===== config.mk =====
export PLATFORM = sky130hd
export DESIGN_NAME = rf_wb_arbiter
export DESIGN_NICKNAME = d
export VERILOG_FILES = /design/src/rtl/rf_pkg.sv /design/src/rtl/rf_wb_arbiter_rr_arbiter.sv /design/src/rtl/rf_wb_arbiter.sv
export SDC_FILE = /design/constraint.sdc
export NUM_CORES = 1
export LEC_CHECK = 0
export BUFFER_PORTS_ARGS = -buffer_cell sky130_fd_sc_hd__buf_4
export CAP_MARGIN = 20
export CORE_MARGIN = 2
export CORE_UTILIZATION = 47
export CTS_BUF_LIST = sky130_fd_sc_hd__clkbuf_4 sky130_fd_sc_hd__clkbuf_8 sky130_fd_sc_hd__clkbuf_16
export CTS_CLUSTER_SIZE = 14
export DETAILED_ROUTE_END_ITERATION = 10
export HOLD_SLACK_MARGIN = 0.02
export PLACE_DENSITY = 0.77
export SKIP_CTS_REPAIR_TIMING = 1
export SKIP_LAST_GASP = 1
export SLEW_MARGIN = 20
export SYNTH_ARGS = -nofsm -noshare
export SYNTH_HDL_FRONTEND = slang
export SYNTH_SLANG_ARGS = --single-unit

===== constraint.sdc =====
create_clock -name clk -period 3.3 [get_ports clk]
set_input_delay 0.33 -clock clk [delete_from_list [all_inputs] [get_ports clk]]
set_output_delay 0.33 -clock clk [all_outputs]
set_load 0.05 [all_outputs]

===== src/rtl/rf_pkg.sv =====
// Shared constants for the 8 x 8-bit register file and its write-back path.
// R0 is the hardwired-zero register; writes to it are discarded.
package rf_pkg;
  localparam int DATA_W = 8;
  localparam int ADDR_W = 3;
  localparam int NREGS = 1 << ADDR_W;
  localparam logic [ADDR_W-1:0] R0 = '0;
endpackage


===== src/rtl/rf_wb_arbiter_rr_arbiter.sv =====
// Round-robin arbiter: one-hot combinational grant, rotation pointer
// moves to the winner whenever a grant is taken.
module rr_arbiter #(
  parameter int N = 3
) (
  input  logic         clk,
  input  logic         rst,
  input  logic [N-1:0] req,
  input  logic         advance,
  output logic [N-1:0] gnt
);
  localparam int PW = (N > 1) ? $clog2(N) : 1;

  logic [PW-1:0] ptr;
  logic [PW-1:0] gidx;
  logic          found;
  int            idx;

  // search starts just past the last winner
  always_comb begin
    gnt = '0;
    found = 1'b0;
    idx = 0;
    for (int k = 1; k <= N; k++) begin
      idx = (int'(ptr) + k) % N;
      if (!found && req[idx]) begin
        gnt[idx] = 1'b1;
        found = 1'b1;
      end
    end
  end

  always_comb begin
    gidx = '0;
    for (int i = 0; i < N; i++) begin
      if (gnt[i]) gidx = PW'(i);
    end
  end

  always_ff @(posedge clk or posedge rst) begin
    if (rst) begin
      ptr <= PW'(N - 1);
    end else if (advance && found) begin
      ptr <= gidx;
    end
  end
endmodule


===== src/rtl/rf_wb_arbiter.sv =====
// Write-back arbiter + pending-destination scoreboard for the register file.
// Optional forwarding from the output register: define RF_WB_BYPASS_EN.
module rf_wb_arbiter #(
  parameter int NREQ = 3,
  parameter int DATA_W = rf_pkg::DATA_W,
  parameter int ADDR_W = rf_pkg::ADDR_W
) (
  input  logic                     clk,
  input  logic                     rst,
  input  logic [NREQ-1:0]          wb_req,
  input  logic [NREQ*ADDR_W-1:0]   wb_addr,
  input  logic [NREQ*DATA_W-1:0]   wb_data,
  output logic [NREQ-1:0]          wb_gnt,
  input  logic                     iss_valid,
  input  logic [ADDR_W-1:0]        iss_rd,
  input  logic [ADDR_W-1:0]        chk_a,
  input  logic [ADDR_W-1:0]        chk_b,
  output logic                     hazard_a,
  output logic                     hazard_b,
  output logic                     rf_write,
  output logic [ADDR_W-1:0]        rf_da,
  output logic [DATA_W-1:0]        rf_din,
`ifdef RF_WB_BYPASS_EN
  output logic                     byp_a_valid,
  output logic                     byp_b_valid,
  output logic [DATA_W-1:0]        byp_a_data,
  output logic [DATA_W-1:0]        byp_b_data,
`endif
  output logic [(1<<ADDR_W)-1:0]   busy
);
  import rf_pkg::*;

  localparam int NR = 1 << ADDR_W;
  localparam logic [ADDR_W-1:0] ZA = '0;

  logic              xfer;
  logic [ADDR_W-1:0] sel_addr;
  logic [DATA_W-1:0] sel_data;
  logic [NR-1:0]     busy_nxt;
  logic              match_a;
  logic              match_b;

  rr_arbiter #(.N(NREQ)) u_arb (
    .clk     (clk),
    .rst     (rst),
    .req     (wb_req),
    .advance (xfer),
    .gnt     (wb_gnt)
  );

  assign xfer = |(wb_req & wb_gnt);

  always_comb begin
    sel_addr = '0;
    sel_data = '0;
    for (int i = 0; i < NREQ; i++) begin
      if (wb_gnt[i]) begin
        sel_addr = wb_addr[i*ADDR_W +: ADDR_W];
        sel_data = wb_data[i*DATA_W +: DATA_W];
      end
    end
  end

  always_ff @(posedge clk or posedge rst) begin
    if (rst) begin
      rf_write <= 1'b0;
      rf_da <= '0;
      rf_din <= '0;
    end else if (xfer) begin
      rf_write <= (sel_addr != ZA);
      rf_da <= sel_addr;
      rf_din <= sel_data;
    end else begin
      rf_write <= 1'b0;
    end
  end

  // a new reservation overrides a retiring write to the same register
  always_comb begin
    busy_nxt = busy;
    if (xfer && sel_addr != ZA) busy_nxt[sel_addr] = 1'b0;
    if (iss_valid && iss_rd != ZA) busy_nxt[iss_rd] = 1'b1;
    busy_nxt[0] = 1'b0;
  end

  always_ff @(posedge clk or posedge rst) begin
    if (rst) begin
      busy <= '0;
    end else begin
      busy <= busy_nxt;
    end
  end

  assign match_a = rf_write && (rf_da == chk_a) && (chk_a != ZA);
  assign match_b = rf_write && (rf_da == chk_b) && (chk_b != ZA);

`ifdef RF_WB_BYPASS_EN
  assign byp_a_valid = match_a;
  assign byp_b_valid = match_b;
  assign byp_a_data = rf_din;
  assign byp_b_data = rf_din;
  assign hazard_a = (chk_a != ZA) && busy[chk_a];
  assign hazard_b = (chk_b != ZA) && busy[chk_b];
`else
  assign hazard_a = (chk_a != ZA) && (busy[chk_a] || match_a);
  assign hazard_b = (chk_b != ZA) && (busy[chk_b] || match_b);
`endif
endmodule


==> key figures, run 1 <==
Logic synthesis
  • Seq/Total Area, Yosys: 31.9%
  • Synth Flop Type: dfrtp_1
  • Area leader, netlist: dfrtp_1
  • FF+latch count, synth: 21
  • Netlist cell types: 51
  • Area share of the largest cell type after synthesis: 30.3%
  • Syn_nets: 243
  • Top cells by area, synth: dfrtp_1, nand2_1, a221oi_1
  • Avg Inst Size Synth: 8.65 sq um
  • EDFF count, synth: 0
  • Synth Instances: 191
  • Synth Cell Area: 0.00165 sq mm
  • Asr flop ratio synth: 100%
  • YS warnings: 0

Critical path
  • Setup CP Type: reg -> reg
  • Critical Path AT: 3.37 ns
  • CP endpoint kind: flip-flop
  • FF-to-FF End: busy[5]$_DFF_PP0_
  • R2R cell count: 9
  • FF-to-FF Start: u_arb.ptr[1]$_DFFE_PP1P_
  • Critical Path RT: 3.50 ns
  • R2R Setup Slk: 0.13 ns
  • CP cell instances: inv_1 > ha_1 > nand2b_1 > mux2_2 > a2111o_1 > a211o_1 > a31oi_4 > or4b_1 > a32o_1
  • CP peak stage delay: 0.56 ns
  • CP Launch Type: flip-flop
  • Worst-path fanout max: 5
  • Crit path max-delay cell type: dfstp_2

CTS
  • CTS Buffer Depth: 2
  • Num CTS Buffers: 3
  • CTS tree: yes
  • Clock sink total: 21
  • Clk_lat worst skew: 0.31 ns
  • Max H-tree Level: 1
  • Worst-path clk slew: 0.13 ns
  • CTS Root Cell: clkbuf_4

Detailed routing
  • Antenna Nets Post-Route: 0
  • Vias after detailed routing: 1690
  • Vias per cell: 5.47
  • DRC viols: 0
  • DRT Wirelength: 4190 um
  • Routed WL per cell: 13.5 um
  • DR pass1 iterations: 4
  • Initial DRC count: 55

Power and ir drop
  • Share of power burned in registers: 17.6%
  • P per Cell Area: 1260 mW/mm^2
  • Clock power frac: 4.5%
  • Switch Pwr: 1.57 mW
  • Leak: 1.07 nW
  • Internal power: 1.30 mW
  • Logic gate share of total power: 77.9%
  • VDD IR-drop max: 663 uV
  • Sw frac: 54.6%
  • Total Power: 2.87 mW

Layout
  • Layout cells sized above 1: 36.5%
  • Final instance area: 0.00228 sq mm
  • # diodes: 0
  • Nets: 316
  • Area delta synth->final: 38.2%
  • Fill cells: 311

STA
  • Period utilization: 96.0%
  • RSZ-0062 raised after global routing: true
  • Max Slew Vio Count: 0
  • Max Clock Skew: 0.00620 ns
  • Post-layout minimum cycle time: 3.17 ns
  • Final setup fails: 0
  • Max Freq: 316 MHz
  • Slew margin rel.: 47.8%
  • Worst Max-Slew Pin Slew: 0.783 ns
  • Final Hold Vio Count: 0

Floorplanning
  • FP Rows: 21
  • Die width: 63.3 um
  • Core ar.: 0.00336 sq mm
  • Die height: 63.3 um
  • Total die area: 0.00400 sq mm
  • Ports: 73
  • Initial Utilization: 49.1%

Place
  • I/O Buffers: 71
  • GP Congestion: 0.932
  • HPWL Detailed: 3360 um
  • Placed cell areas: 0.00224 sq mm

Global routing
  • Pin count of the biggest net entering global routing: 22
  • Antenna violations before repair: 0
  • Gr ovfl total: 0
  • Vias in the first global route: 1689
  • Global-route wire length before repair: 7380 um
  • GR Util All Layers: 22.7%

Hold path
  • Hold Path Class: in -> async

Status
  • Outcome: finished clean

Job
  • Max Cap Viol: 0
## power groups by stage
stage,clock (mW),sequential [mW],combinational [mW]
floorplan,0,0.857,1.27
global placement,0,0.506,2.19
detailed placement,0,0.510,2.21
CTS,0.132,0.506,2.21
global route,0.148,0.527,2.45
finish,0.129,0.504,2.24
## worst max-delay path: cells and delay by family (launching register included)
kind | cells | cell delay [ns]
AO/OA/AOI/OAI | 4 | 1.26
multiplexers | 1 | 0.30
flip-flops | 1 | 0.56
adder cells (fa/ha/maj) | 1 | 0.24
AND/OR/NAND/NOR | 2 | 0.64
buffers and inverters | 1 | 0.07
## stage by stage
stage | utilization, % | hold slack [ns] | worst slack, ns | instances | TNS, ns
2_1_floorplan | - | 0.306 | 0.178 | 191 | 0
4_1_cts | 67.4 | 0.182 | 0.0759 | 308 | 0
3_5_place_dp | 66.6 | 0.476 | 0.0927 | 304 | 0
6_report | 67.9 | 0.150 | 0.132 | 309 | 0
3_3_place_gp | 66.6 | 0.463 | 0.191 | 304 | 0
5_1_grt | 67.9 | 0.230 | -0.0101 | 309 | -0.0101
## cell usage in the layout (no fill, tap or decap), drive strengths merged, types with 2 or more instances in the layout
master | netlist | layout
xor2 | 2 | 2
xnor2 | 3 | 3
nor2 | 18 | 18
dfrtp | 20 | 20
nor3b | 2 | 2
inv | 7 | 7
a31oi | 6 | 6
mux2 | 3 | 3
nand3 | 2 | 2
o22ai | 2 | 2
nor3 | 2 | 2
nand4 | 2 | 2
a211oi | 3 | 3
o31ai | 9 | 9
a211o | 4 | 4
nor2b | 4 | 4
mux4 | 2 | 2
nand2b | 4 | 4
buf | 5 | 78
a22o | 2 | 2
a221oi | 8 | 8
clkinv | 1 | 2
ha | 4 | 4
clkbuf | 5 | 3
a21bo | 2 | 2
and2b | 2 | 2
o21ai | 7 | 7
o211ai | 4 | 4
mux2i | 4 | 4
and2 | 3 | 3
nand2 | 25 | 25
a21oi | 9 | 9
## area by class of cell
| class | count | area (sq um) | area share (%) |
|---|---|---|---|
| multi-input combinational | 152 | 1050 | 46.2 |
| timing repair buffer | 78 | 586 | 25.7 |
| sequential | 21 | 527 | 23.1 |
| clock buffer | 3 | 22.5 | 0.987 |
| inverter | 8 | 30.0 | 1.32 |
| tap | 46 | 57.6 | 2.52 |
| clock inverter | 1 | 5.00 | 0.219 |
## layer usage
layer  GRT usage [%]  up-vias  wire [um]
li1                -      854          -
met1            27.0      777       1740
met2            42.2       55       2140
met3            3.75        4        269
met4            5.71        0         31
met5               0        -          0
## synth_stat cells, types with 2 or more instances
cell type  instances
a211oi_1           3
nand4_1            2
and2_1             2
nor2b_1            4
clkbuf_1           5
nand2_1           25
o31ai_1            9
buf_4              2
xnor2_1            3
a21bo_2            2
a211o_1            4
mux4_2             2
ha_1               4
a31oi_1            5
nand3_1            2
nor2_1            18
mux2i_1            4
o211ai_1           4
mux2_2             3
and2b_1            2
buf_6              2
a21oi_1            9
a221oi_1           8
dfrtp_1           20
a22o_1             2
inv_1              7
nand2b_1           4
o22ai_1            2
nor3_1             2
o21ai_0            7
nor3b_1            2
xor2_1             2
## flip-flops by register name, summed over array words and instances, names as in the netlist
| register | cells |
|---|---|
| rf_da | 3 |
| busy | 7 |
| rf_din | 8 |
| u_arb.ptr | 2 |
| rf_write | 1 |
## kinds of logic (layout without fill, tap and decap cells)
kind of cell    count (synthesis)  in the layout  share of synthesized area, %
compound gates                 63             63                          28.6
fa+ha+maj                       4              4                          3.03
simple gates                   70             70                          20.8
xor+xnor                        5              5                          2.65
other cells                     1              1                         0.227
mux                             9              9                          7.20
buf+inv                        18             90                          5.53
flops                          21             21                          31.9
## worst max path at each step
stage | startpoint | slack, ns | end | cells after the start
2_1_floorplan | u_arb.ptr[1]$_DFFE_PP1P_ | 0.18 | busy[5]$_DFF_PP0_ | 9
3_3_place_gp | u_arb.ptr[1]$_DFFE_PP1P_ | 0.19 | busy[5]$_DFF_PP0_ | 9
3_5_place_dp | u_arb.ptr[1]$_DFFE_PP1P_ | 0.09 | busy[5]$_DFF_PP0_ | 9
4_1_cts | u_arb.ptr[1]$_DFFE_PP1P_ | 0.08 | busy[5]$_DFF_PP0_ | 9
5_1_grt | u_arb.ptr[1]$_DFFE_PP1P_ | -0.01 | busy[5]$_DFF_PP0_ | 9
6_report | u_arb.ptr[1]$_DFFE_PP1P_ | 0.13 | busy[5]$_DFF_PP0_ | 9
No activity file was read; power rests on OpenSTA's default activity.
==> inputs of run 2 (changes only) <==
CORE_UTILIZATION = 43   (was 47)
PLACE_DENSITY = 0.74   (was 0.77)
clock period = 2.5 ns   (was 3.3 ns; I/O delays follow)
==> run 2 against run 1 <==
Sequential cell count stayed put. The run now ends with negative setup slack left. Non-clock buffer count rose by 40. Cell area rose by 33%. Register-to-register slack got worse by 0.61 ns. Largest cell class unchanged. Clock-buffer cell count stayed put. Setup slack got worse by 0.61 ns. Fmax is 6.5% higher. Worst hold slack gained 0.0032 ns. Global-route usage fell by 0.28 points.
==> key figures, run 2 (synthesis gave the netlist of run 1 again) <==
Status
  • Outcome: finished with violations
  • Violated checks: negative setup slack

STA
  • Post-layout minimum cycle time: 2.98 ns
  • Final setup fails: 24
  • Final Hold Vio Count: 0
  • Worst hold-check slack: 0.153 ns
  • Max Clock Skew: 0.00718 ns
  • Period utilization: 119%
  • Max Freq: 336 MHz
  • Slew margin rel.: 43.0%
  • RSZ-0062 raised after global routing: true
  • Max Slew Vio Count: 0
  • Slack of the critical path: -0.476 ns
  • Worst Max-Slew Pin Slew: 0.853 ns

CTS
  • Worst-path clk slew: 0.09 ns
  • CTS Buffer Depth: 2
  • Clk_lat worst skew: 0.27 ns
  • CTS Root Cell: clkbuf_8
  • Max H-tree Level: 1
  • Clock sink total: 21
  • CTS tree: yes
  • Num CTS Buffers: 3

Critical path
  • FF-to-FF End: busy[5]$_DFF_PP0_
  • R2R cell count: 9
  • CP endpoint kind: flip-flop
  • Critical Path RT: 2.66 ns
  • Worst-path fanout max: 4
  • Critical Path AT: 3.14 ns
  • Top delay family on crit path: compound AO/OA/AOI/OAI gates
  • Crit path max-delay cell type: dfstp_2
  • FF-to-FF Start: u_arb.ptr[1]$_DFFE_PP1P_
  • Critical path buffer and inverter count: 1
  • CP Launch Type: flip-flop
  • CP cell instances: inv_4 > ha_4 > mux2i_1 > mux2_4 > a2111o_1 > a211oi_2 > o32ai_4 > or4b_4 > a32o_1
  • Setup crit end: busy[5]$_DFF_PP0_
  • CP peak stage delay: 0.58 ns
  • R2R Setup Slk: -0.48 ns
  • Setup CP Type: reg -> reg
  • Critical path depth: 9
  • CP Launch Point: u_arb.ptr[1]$_DFFE_PP1P_

Floorplanning
  • Die width: 66.0 um
  • Ports: 73
  • Initial Utilization: 44.8%
  • Total die area: 0.00435 sq mm
  • Core ar.: 0.00369 sq mm
  • Die height: 66.0 um
  • FP Rows: 22

Detailed routing
  • Vias per cell: 5.60
  • DRT Wirelength: 6220 um
  • Initial DRC count: 42
  • DR pass1 iterations: 4
  • DRC viols: 0
  • Antenna Nets Post-Route: 0
  • Routed WL per cell: 17.7 um
  • Vias after detailed routing: 1966

Global routing
  • GR Util All Layers: 22.4%
  • Vias in the first global route: 1793
  • Antenna violations before repair: 0
  • Global-route wire length before repair: 7710 um
  • Gr ovfl total: 0
  • Pin count of the biggest net entering global routing: 22

Layout
  • Final Core Density: 82.2%
  • Commonest non-fill, non-tap cell in the layout: buf_4
  • Biggest regs: rf_din: 8 flops, busy: 7 flops, rf_da: 3 flops
  • Area delta synth->final: 83.6%
  • Commonest non-fill, non-tap cells in the layout: buf_4, nand2_1, dfrtp_1, nor2_1
  • Reg with most FFs: rf_din
  • # diodes: 0
  • Layout cells sized above 1: 57.8%
  • Max reg flops: 8
  • Nets: 356

Hold path
  • Hold Path Class: in -> async

Place
  • I/O Buffers: 71
  • GP Congestion: 0.843
  • HPWL Detailed: 3690 um

Job
  • Max Cap Viol: 0
==> run 2: final cells by class <==
type                       count  area, sq um
fill                         231          656
inverter                       8         40.0
multi-input combinational    152         1360
timing repair buffer         118         1000
sequential                    21          527
clock buffer                   3         41.3
clock inverter                 1         5.00
tap                           48         60.1
==> run 2: through the flow <==
step,setup WS [ns],area [sq um],instances,setup TNS [ns]
2_1_floorplan,-0.360,1730,191,-1.33
3_3_place_gp,-0.322,2470,327,-3.42
3_5_place_dp,-0.389,2470,327,-4.10
4_1_cts,-0.401,2510,331,-5.29
5_1_grt,-0.535,3030,351,-8.13
6_report,-0.476,3030,351,-5.90
==> run 2: worst min-delay path by stage <==
stage,depth (start not counted),end,slack (ns)
global placement,2,rf_din[0]$_DFFE_PP0P_,0.46
floorplan,1,busy[1]$_DFF_PP0_,0.23
finish,2,rf_din[0]$_DFFE_PP0P_,0.15
global route,2,rf_din[1]$_DFFE_PP0P_,0.23
CTS,2,rf_din[0]$_DFFE_PP0P_,0.18
detailed placement,2,busy[6]$_DFF_PP0_,0.47
==> run 2: routing by layer <==
layer  global-route usage (%)  up-vias  wire length, um
li1                         -      932                -
met1                     26.5      943             2350
met2                     40.5       77             3370
met3                     4.26       14              362
met4                     7.14        0              137
met5                        0        -                0
Power of run 2 is not shown: default switching activity piles up to over one toggle a cycle in this logic, so the estimate is an artifact.
==> inputs of run 3 (changes only) <==
CAP_MARGIN = unset   (was 20)
CORE_UTILIZATION = 35   (was 43)
HOLD_SLACK_MARGIN = unset   (was 0.02)
PLACE_DENSITY = 0.62   (was 0.74)
==> run 3 against run 2 <==
The flow still finishes with violations (negative setup slack). Non-clock buffer count did not move. Clock-buffer cell count up 1. Cell count grew 1.1%. Setup slack better by 0.095 ns. Fmax up 3.3%. Critical endpoint unchanged. Critical path depth is the same. First-iteration DRC count rose by 120%. Register-to-register slack better by 0.095 ns. Worst hold slack got worse by 0.0034 ns.
==> key figures, run 3 (synthesis gave the netlist of run 1 again) <==
STA
  • Period utilization: 115%
  • Worst Max-Slew Pin Slew: 0.812 ns
  • RSZ-0062 raised after global routing: true
  • Slew margin rel.: 45.8%
  • Max Clock Skew: 0.00258 ns
  • Max Freq: 347 MHz
  • Post-layout minimum cycle time: 2.88 ns
  • Worst hold-check slack: 0.150 ns
  • Slack of the critical path: -0.381 ns
  • Final setup fails: 24
  • Final Hold Vio Count: 0
  • Max Slew Vio Count: 0

CTS
  • CTS Root Cell: clkbuf_8
  • Clock sink total: 21
  • CTS Buffer Depth: 2
  • Clk_lat worst skew: 0.26 ns
  • Num CTS Buffers: 3
  • Max H-tree Level: 1
  • Worst-path clk slew: 0.08 ns
  • CTS tree: yes

Layout
  • # diodes: 0
  • Final instance area: 0.00279 sq mm
  • Post-Layout Cell Count: 355
  • Commonest non-fill, non-tap cells in the layout: buf_4, nand2_1, dfrtp_1, nor2_1
  • Layout cells sized above 1: 50.2%
  • Biggest regs: rf_din: 8 flops, busy: 7 flops, rf_da: 3 flops
  • Reg with most FFs: rf_din
  • Commonest non-fill, non-tap cell in the layout: buf_4
  • Nets: 356
  • Area delta synth->final: 68.9%
  • Max reg flops: 8

Detailed routing
  • DRT Wirelength: 5010 um
  • Antenna Nets Post-Route: 0
  • Initial DRC count: 93
  • Routed WL per cell: 14.1 um
  • Vias after detailed routing: 1866
  • DR pass1 iterations: 5
  • DRC viols: 0
  • Vias per cell: 5.26

Global routing
  • Gr ovfl total: 0
  • Met3 global-route usage: 3.73%
  • M2 GR Usage: 32.3%
  • M1 GR Usage: 23.6%
  • Antenna violations before repair: 0
  • GR Util All Layers: 18.4%
  • Vias in the first global route: 1802
  • Global-route wire length before repair: 7810 um
  • Pin count of the biggest net entering global routing: 22
  • Gr busiest metal: met2

Critical path
  • CP cell instances: inv_4 > ha_4 > nand2b_4 > mux2_4 > a2111o_1 > a211o_1 > a31oi_4 > or4b_1 > a32o_1
  • Critical Path AT: 3.03 ns
  • CP Launch Type: flip-flop
  • Worst-path fanout max: 4
  • Crit path max-delay cell type: dfstp_2
  • CP endpoint kind: flip-flop
  • Setup CP Type: reg -> reg
  • R2R Setup Slk: -0.38 ns
  • CP peak stage delay: 0.58 ns
  • Critical Path RT: 2.65 ns

Floorplanning
  • Ports: 73
  • Initial Utilization: 37.2%
  • Total die area: 0.00528 sq mm
  • Die width: 72.7 um
  • FP Rows: 24
  • Core ar.: 0.00444 sq mm
  • Die height: 72.7 um

Status
  • Outcome: finished with violations
  • Violated checks: negative setup slack

Power and ir drop
  • P per Cell Area: 1780 mW/mm^2
  • Leak: 1.31 nW
  • VDD IR-drop max: 1000 uV
  • Total Power: 4.96 mW

Place
  • GP Congestion: 0.844
  • Cell Count Post-Placement: 334
  • I/O Buffers: 71
  • Placed cell areas: 0.00249 sq mm
  • HPWL Detailed: 3670 um

Hold path
  • Hold Path Class: in -> async

Job
  • Max Cap Viol: 0
==> run 3: cell count changes in the layout (fill, tap and decap cells not counted), sizes merged <==
cell and change:
clkinv -1, clkbuf -1, buf +2
==> run 3: final timing paths <==
path,from,to,cells past startpoint
max in group asynchronous,rst,busy[5]$_DFF_PP0_,2
setup / recovery,u_arb.ptr[1]$_DFFE_PP1P_,busy[5]$_DFF_PP0_,9
hold reg to reg,rf_din[6]$_DFFE_PP0P_,rf_din[6]$_DFFE_PP0P_,2
hold / removal,rst,busy[6]$_DFF_PP0_,2
setup reg to reg,u_arb.ptr[1]$_DFFE_PP1P_,busy[5]$_DFF_PP0_,9
min in group clk,iss_rd[2],busy[5]$_DFF_PP0_,2
==> run 3: where the power goes <==
part	leakage [nW]	switching (mW)	total, mW	internal, mW
sequential	0.251	0.152	0.676	0.524
clock	0.0262	0.109	0.234	0.124
combinational	1.03	2.15	4.05	1.91
total	1.31	2.41	4.96	2.55
==> run 3: area by class of cell <==
cell class / count / area, sq um
fillers: 391 / 1650
inverters: 8 / 40.0
multi-input cells: 152 / 1160
well taps: 52 / 65.1
clock buffers: 4 / 48.8
repair buffers: 118 / 945
flip-flops and latches: 21 / 527
==> run 3: per-layer routing <==
metal,vias to the layer above,part of all wire (%)
met3,6,5.7
met2,57,49
met1,871,44
met4,0,1.1
met5,-,0
li1,932,-
==> run 3: metrics by stage <==
stage | worst slack [ns] | TNS, ns | util (%)
2_1_floorplan | -0.360 | -1.33 | -
3_3_place_gp | -0.324 | -5.02 | 56.1
3_5_place_dp | -0.385 | -5.50 | 56.1
4_1_cts | -0.465 | -6.59 | 57.2
5_1_grt | -0.466 | -6.88 | 62.8
6_report | -0.381 | -3.70 | 62.8
==> run 3: worst max-delay path: cells and delay by family (launching register included) <==
family / cells / cell delay, ns
AND/OR/NAND/NOR: 2 / 0.60
buffers and inverters: 1 / 0.06
flip-flops: 1 / 0.58
adder cells (fa/ha/maj): 1 / 0.16
AO/OA/AOI/OAI: 4 / 1.12
multiplexers: 1 / 0.26
